<file path="config.mk">
export PLATFORM = sky130hd
export DESIGN_NAME = mul_div_unit
export DESIGN_NICKNAME = d
export VERILOG_FILES = /design/src/rtl/mul_div_unit.sv
export SDC_FILE = /design/constraint.sdc
export NUM_CORES = 1
export LEC_CHECK = 0
export ABC_AREA = 1
export CORE_MARGIN = 4
export CORE_UTILIZATION = 25
export DETAILED_ROUTE_END_ITERATION = 10
export GPL_TIMING_DRIVEN = 1
export SLEW_MARGIN = 20
export SYNTH_ARGS = -nofsm -noshare
export SYNTH_HDL_FRONTEND = slang
export SYNTH_SLANG_ARGS = --single-unit
</file>
<file path="constraint.sdc">
create_clock -name clk -period 4 [get_ports clk]
set_clock_uncertainty 0.15 [all_clocks]
set_input_delay 1 -clock clk [delete_from_list [all_inputs] [get_ports clk]]
set_output_delay 1 -clock clk [all_outputs]
set_load 0.1 [all_outputs]
</file>
<file path="src/rtl/mul_div_unit.sv">
// Iterative HI/LO multiply/divide unit for the execute stage.
// One bit per cycle: shift-add multiply, restoring divide.
module mul_div_unit #(
    parameter int WIDTH = 32
) (
    input  logic             clk,
    input  logic             rst,
    input  logic             start,
    input  logic [1:0]       op,
    input  logic [WIDTH-1:0] a,
    input  logic [WIDTH-1:0] b,
    input  logic             hi_we,
    input  logic             lo_we,
    input  logic [WIDTH-1:0] wdata,
    output logic             busy,
    output logic             done,
    output logic             div_zero,
    output logic [WIDTH-1:0] hi,
    output logic [WIDTH-1:0] lo
);

    localparam int CW = $clog2(WIDTH);

    typedef enum logic [1:0] {
        IDLE,
        CALC,
        FIX
    } state_t;

    state_t state, state_nx;

    logic [CW-1:0]      cnt;
    logic [2*WIDTH-1:0] acc;
    logic [WIDTH-1:0]   m;
    logic               op_div;
    logic               sign_res;
    logic               sign_a;
    logic               dz;

    logic               zero_div;
    logic [WIDTH-1:0]   abs_a;
    logic [WIDTH-1:0]   abs_b;
    logic [WIDTH:0]     mul_sum;
    logic [2*WIDTH-1:0] mul_next;
    logic [WIDTH:0]     rem_sh;
    logic [WIDTH:0]     trial;
    logic [2*WIDTH-1:0] div_next;
    logic [2*WIDTH-1:0] prod_fix;
    logic [WIDTH-1:0]   quo_fix;
    logic [WIDTH-1:0]   rem_fix;

    assign busy = (state != IDLE);

    always_comb begin
        zero_div = op[1] && (b == '0);
        abs_a    = (op[0] && a[WIDTH-1]) ? -a : a;
        abs_b    = (op[0] && b[WIDTH-1]) ? -b : b;
        mul_sum  = {1'b0, acc[2*WIDTH-1:WIDTH]} + {1'b0, m};
        mul_next = acc[0] ? {mul_sum, acc[WIDTH-1:1]}
                          : {1'b0, acc[2*WIDTH-1:1]};
        // Remainder needs one extra bit after the shift before the trial
        rem_sh   = acc[2*WIDTH-1:WIDTH-1];
        trial    = rem_sh - {1'b0, m};
        div_next = trial[WIDTH] ? {acc[2*WIDTH-2:0], 1'b0}
                                : {trial[WIDTH-1:0], acc[WIDTH-2:0], 1'b1};
        prod_fix = sign_res ? -acc : acc;
        quo_fix  = sign_res ? -acc[WIDTH-1:0] : acc[WIDTH-1:0];
        rem_fix  = sign_a ? -acc[2*WIDTH-1:WIDTH] : acc[2*WIDTH-1:WIDTH];
    end

    always_comb begin
        state_nx = state;
        case (state)
            IDLE:    if (start) state_nx = zero_div ? FIX : CALC;
            CALC:    if (cnt == '0) state_nx = FIX;
            FIX:     state_nx = IDLE;
            default: state_nx = IDLE;
        endcase
    end

    always_ff @(posedge clk or negedge rst) begin
        if (!rst) state <= IDLE;
        else      state <= state_nx;
    end

    always_ff @(posedge clk or negedge rst) begin
        if (!rst) begin
            cnt      <= '0;
            acc      <= '0;
            m        <= '0;
            op_div   <= 1'b0;
            sign_res <= 1'b0;
            sign_a   <= 1'b0;
            dz       <= 1'b0;
            hi       <= '0;
            lo       <= '0;
            done     <= 1'b0;
            div_zero <= 1'b0;
        end else begin
            done     <= 1'b0;
            div_zero <= 1'b0;
            case (state)
                IDLE: begin
                    if (start) begin
                        op_div   <= op[1];
                        sign_res <= op[0] & (a[WIDTH-1] ^ b[WIDTH-1]);
                        sign_a   <= op[0] & a[WIDTH-1];
                        dz       <= zero_div;
                        cnt      <= CW'(WIDTH - 1);
                        m        <= op[1] ? abs_b : abs_a;
                        acc      <= {{WIDTH{1'b0}}, op[1] ? abs_a : abs_b};
                    end else begin
                        if (hi_we) hi <= wdata;
                        if (lo_we) lo <= wdata;
                    end
                end
                CALC: begin
                    if (cnt != '0) cnt <= cnt - CW'(1);
                    acc <= op_div ? div_next : mul_next;
                end
                FIX: begin
                    if (!dz) begin
                        if (op_div) begin
                            lo <= quo_fix;
                            hi <= rem_fix;
                        end else begin
                            {hi, lo} <= prod_fix;
                        end
                    end
                    done     <= 1'b1;
                    div_zero <= dz;
                end
                default: ;
            endcase
        end
    end

endmodule

</file>
* After elaboration in Yosys (flattened, before gate mapping)
Index checks and enable logic that the tools add are counted.
** Cells by class
- Shift-type cells :: 0
- Bitwise logic cells :: 3
- $add $sub $neg :: 8
- Reduce and logical (&&, ||, !) cells :: 16
- Multiply operators :: 0
- $lt $le $gt $ge :: 0
- Div/mod/pow operators :: 0
- Equal/unequal tests :: 9
- Multiplexer cells :: 31
** Operators by type and width (number)
- $mux W32 :: 14
- $mux W64 :: 5
- $neg A32 Y32 :: 4
- $pmux W32 S2 :: 2
- $pmux W64 S2 :: 1
- $neg A64 Y64 :: 1
- $add A32 B32 Y33 :: 1
- $sub A33 B32 Y33 :: 1
- $logic_not A32 Y1 :: 1
- $ne A2 B2 Y1 const B :: 7
- $mux W5 :: 2
- $pmux W5 S2 :: 1
- $reduce_and A4 Y1 :: 2
- $mux W2 :: 3
- $reduce_and A2 Y1 :: 3
- $reduce_bool A2 Y1 :: 3
- $logic_not A5 Y1 :: 1
- $reduce_bool A5 Y1 :: 1
- $sub A5 B1 Y5 const B :: 1
- $pmux W2 S2 :: 1
- $logic_and A1 B1 Y1 :: 3
- $reduce_and A3 Y1 :: 1
- $and A1 B1 Y1 :: 2
- $eq A2 B1 Y1 const B :: 1
- 4 further kinds :: 5
** Storage, ports and cells
- Bits in latches :: 0
- Bits in registers :: 173
- Memories kept :: 0
- Memory bits (read-only) :: 0
- Output and inout bits :: 67
- Memory bits (writable) :: 0
- Input port bits :: 103
- Logic and storage cells :: 79

* Longest topological paths before layout
- Depth after elaboration :: 5
- Depth in mapped cells :: 18
- Mapped depth without buffers :: 18

* Worst setup path before layout
No wires, ideal clock.
- Path kind :: input-to-reg
- From :: input b[0]
- To :: register acc[18]
- Arrival :: 2272 ps
- Path slack :: 1450 ps
- Data required time :: 3722 ps
- Path buffers :: 0
- Stages on the path :: 12
- Setup time :: 128 ps
- Cells stage by stage :: inv_1 ha_1 nand3_1 nor2_1 nand3_1 inv_1 nand2_1 nand2_1 xor2_1 nand2_1 nand3_1 a21boi_0
** On the way
- Longest elaborated chain between the ends :: 5
** RTL lines
- from (decl) :: RTL line 11 : input logic [WIDTH-1:0] b,
- $neg A32 Y32 :: RTL line 57 : abs_b = (op[0] && b[WIDTH-1]) ? -b : b;
- $mux W32 :: RTL line 57
- $mux W32 :: RTL line 111 : acc <= {{WIDTH{1'b0}}, op[1] ? abs_a : abs_b};
- $mux W64 :: RTL line 104 : if (start) begin
- $pmux W64 S2 :: RTL line 102 : case (state)
- to (signal assigned) :: RTL line 111
- to (signal assigned) :: RTL line 119 : acc <= op_div ? div_next : mul_next;
- to (decl) :: RTL line 33 : logic [2*WIDTH-1:0] acc;
No other way between the ends. The select of a mux whose other input is x is not followed.
A chain may end at the register's enable or synchronous reset.

* Final worst setup path
- From :: register hi[2]
- To :: output hi[2]
** RTL lines
- from (decl) :: RTL line 18 : output logic [WIDTH-1:0] hi,
- from (signal assigned) :: RTL line 113 : if (hi_we) hi <= wdata;
- from (signal assigned) :: RTL line 125 : hi <= rem_fix;
- from (signal assigned) :: RTL line 127 : {hi, lo} <= prod_fix;
No word-level cell between the ends.

==> flow_metrics.env <==
export IMPL_r2r_start="acc[31]"
export IMPL_crit_required_ps=2850
export IMPL_tritoncts="yes"
export IMPL_portBuffers=169
export IMPL_cap_violations=0
export IMPL_yosys_top_cells_area="dfrtp_1, nand2_1, nand3_1"
export IMPL_period_share_pct=80.3
export IMPL_drcViolationCount=0
export IMPL_wirelength_um=81100
export IMPL_stdcell_area_um2=21900
export IMPL_startpoint="hi[2]"
export IMPL_cts_sinks=173
export IMPL_setup_viol=0
export IMPL_synth_area_um2=18500
export IMPL_post_cts_buffers=0
export IMPL_ios=170
export IMPL_die_x_um=280
export IMPL_tns_ps=0
export IMPL_crit_family="buffers and inverters"
export IMPL_yosysTopAreaCell="dfrtp_1"
export IMPL_rows=99
export IMPL_place_ws_ps=592
export IMPL_dpl_hpwl_um=66400
export IMPL_drv_slew=0
export IMPL_synth_edff_count=0
export IMPL_viasPerCell=5.02
export IMPL_cp_slowest_cell="clkdlybuf4s50_1"
export IMPL_drt_iter0_drc=2362
export IMPL_netlist_instances=3183
export IMPL_grtUsageTotal_pct=20.2
export IMPL_grt_max_degree=70
export IMPL_start_kind="flop"
export IMPL_finalNetCount=3494
export IMPL_crit_type="reg -> out"
export IMPL_synth_top_cell_area_share_pct=23.4
export IMPL_dieArea_um2=78300
export IMPL_worst_slew_pin_slew_ps=1030
export IMPL_ys_warn_count=0
export IMPL_cts_max_level=4
export IMPL_ff2ff_setup_slack_ps=810
export IMPL_synthesis_nets=3358
export IMPL_insertion_delay_ps=500
export IMPL_cts_resized=0
export IMPL_synthTopCellsByCount="nand2_1, inv_1, nand3_1"
export IMPL_antenna_found_initial=1
export IMPL_crit_fanout=2
export IMPL_grt_pass1_vias=19700
export IMPL_drt_first_pass_iters=6
export IMPL_path_buf_inv=1
export IMPL_placed_cell_area_um2=21300
export IMPL_ys_seq_area_share_pct=23.4
export IMPL_hold_class="in -> async"
export IMPL_hold_viol_final=0
export IMPL_path_cells="clkdlybuf4s50_1"
export IMPL_wl_per_cell_um=18.9
export IMPL_crit_arrival_ps=2060
export IMPL_cts_buffers=17
export IMPL_ys_ff_latch=173
export IMPL_overflow=0
export IMPL_final_antenna_net_count=0
export IMPL_core_area_um2=73100
export IMPL_fin_crit_ps=3210
export IMPL_place_gp_congestion=1.00
export IMPL_cts_buffer_depth=2
export IMPL_critPathMaxStageDelay_ps=1160
export IMPL_layout_setup_ws_ps=790
export IMPL_max_freq_mhz=312
export IMPL_ys_types=50
export IMPL_clk_pin_slew_ps=80
export IMPL_status="complete, no violations"
export IMPL_die_h_um=280
export IMPL_cp_end_kind="output pin"
export IMPL_rsz0062_at_grt="false"
export IMPL_via_count=21500
export IMPL_cts_root_buf="clkbuf_16"
export IMPL_synth_ff_type="dfrtp_1"
export IMPL_slew_headroom_pct=31.2
export IMPL_initial_core_util_pct=25.3
export IMPL_async_reset_ff_share_pct=100
export IMPL_postSynthAreaPerCell_um2=5.80
export IMPL_cts_hold_buf=0
export IMPL_syn_to_final_growth_pct=18.4
export IMPL_grt_pass1_wl_um=122000
export IMPL_layout_drive_gt1_share_pct=5.46
export IMPL_yosys_cell_count_top_type="nand2_1"
==> kinds of logic (layout without fill, tap and decap cells) <==
logic type / after synthesis / after routing / share of synthesized area (%)
and+or+nand+nor: 1824 / 1824 / 42.2
buffers and inverters: 560 / 709 / 11.9
AOI/OAI and AO/OA: 491 / 491 / 14.5
DFF: 173 / 173 / 23.4
adders and majority gates: 72 / 72 / 4.96
xor gates and xnor gates: 63 / 63 / 2.99
other: 0 / 1 / 0
==> layout make-up <==
| cell class | instances | area (um^2) |
|---|---|---|
| Fill cell | 8226 | 51200 |
| Inverter | 458 | 1720 |
| Tap cell | 959 | 1200 |
| Clock inverter | 15 | 168 |
| Timing Repair Buffer | 219 | 2080 |
| Multi-Input combinational cell | 2450 | 11900 |
| Clock buffer | 17 | 425 |
| Antenna cell | 1 | 2.50 |
| Sequential cell | 173 | 4330 |
==> worst paths after layout <==
check                               end  cells past startpoint
worst max-delay path              hi[2]                      1
worst min-delay path             lo[20]                      1
worst max register to register  acc[53]                     16
worst min register to register   cnt[4]                      1
max in group asynchronous        acc[4]                      2
min in group clk                 cnt[4]                      1
==> per-layer routing <==
layer | global-route usage, % | vias to the layer above | share of wire (%)
li1 | - | 10500 | -
met1 | 27.5 | 9942 | 43
met2 | 32.6 | 956 | 45
met3 | 2.25 | 155 | 7.2
met4 | 8.78 | 0 | 4.7
met5 | 0 | - | 0
==> per-stage QoR <==
step / hold WS [ps] / utilization (%) / std cells
6_report: 299 / 29.9 / 4292
3_3_place_gp: 319 / 29.1 / 4259
5_1_grt: 321 / 29.9 / 4291
2_1_floorplan: 307 / - / 3183
3_5_place_dp: 332 / 29.1 / 4259
4_1_cts: 290 / 29.9 / 4291
==> state kept, by name, indices dropped and copies added (netlist names) <==
| register | cells |
|---|---|
| done | 1 |
| op_div | 1 |
| acc | 64 |
| div_zero | 1 |
| lo | 32 |
| dz | 1 |
| cnt | 5 |
| hi | 32 |
| m | 32 |
| sign_res | 1 |
| state | 2 |
| sign_a | 1 |
==> cells in the final DEF, fill, tap and decap left out, drive strengths merged, types with 19 or more instances in the layout <==
cell,instances
nand4,35
dfrtp,173
nand3,353
buf,61
inv,459
xnor2,19
a21oi,269
xor2,44
ha,70
nor3,26
nor2,317
o21ai,141
o211ai,22
clkdlybuf4s50,158
nand2,1065
Power is left out: the tool's default activity adds up to more than one toggle a clock period on the data nets, which glitch-free logic cannot reach.
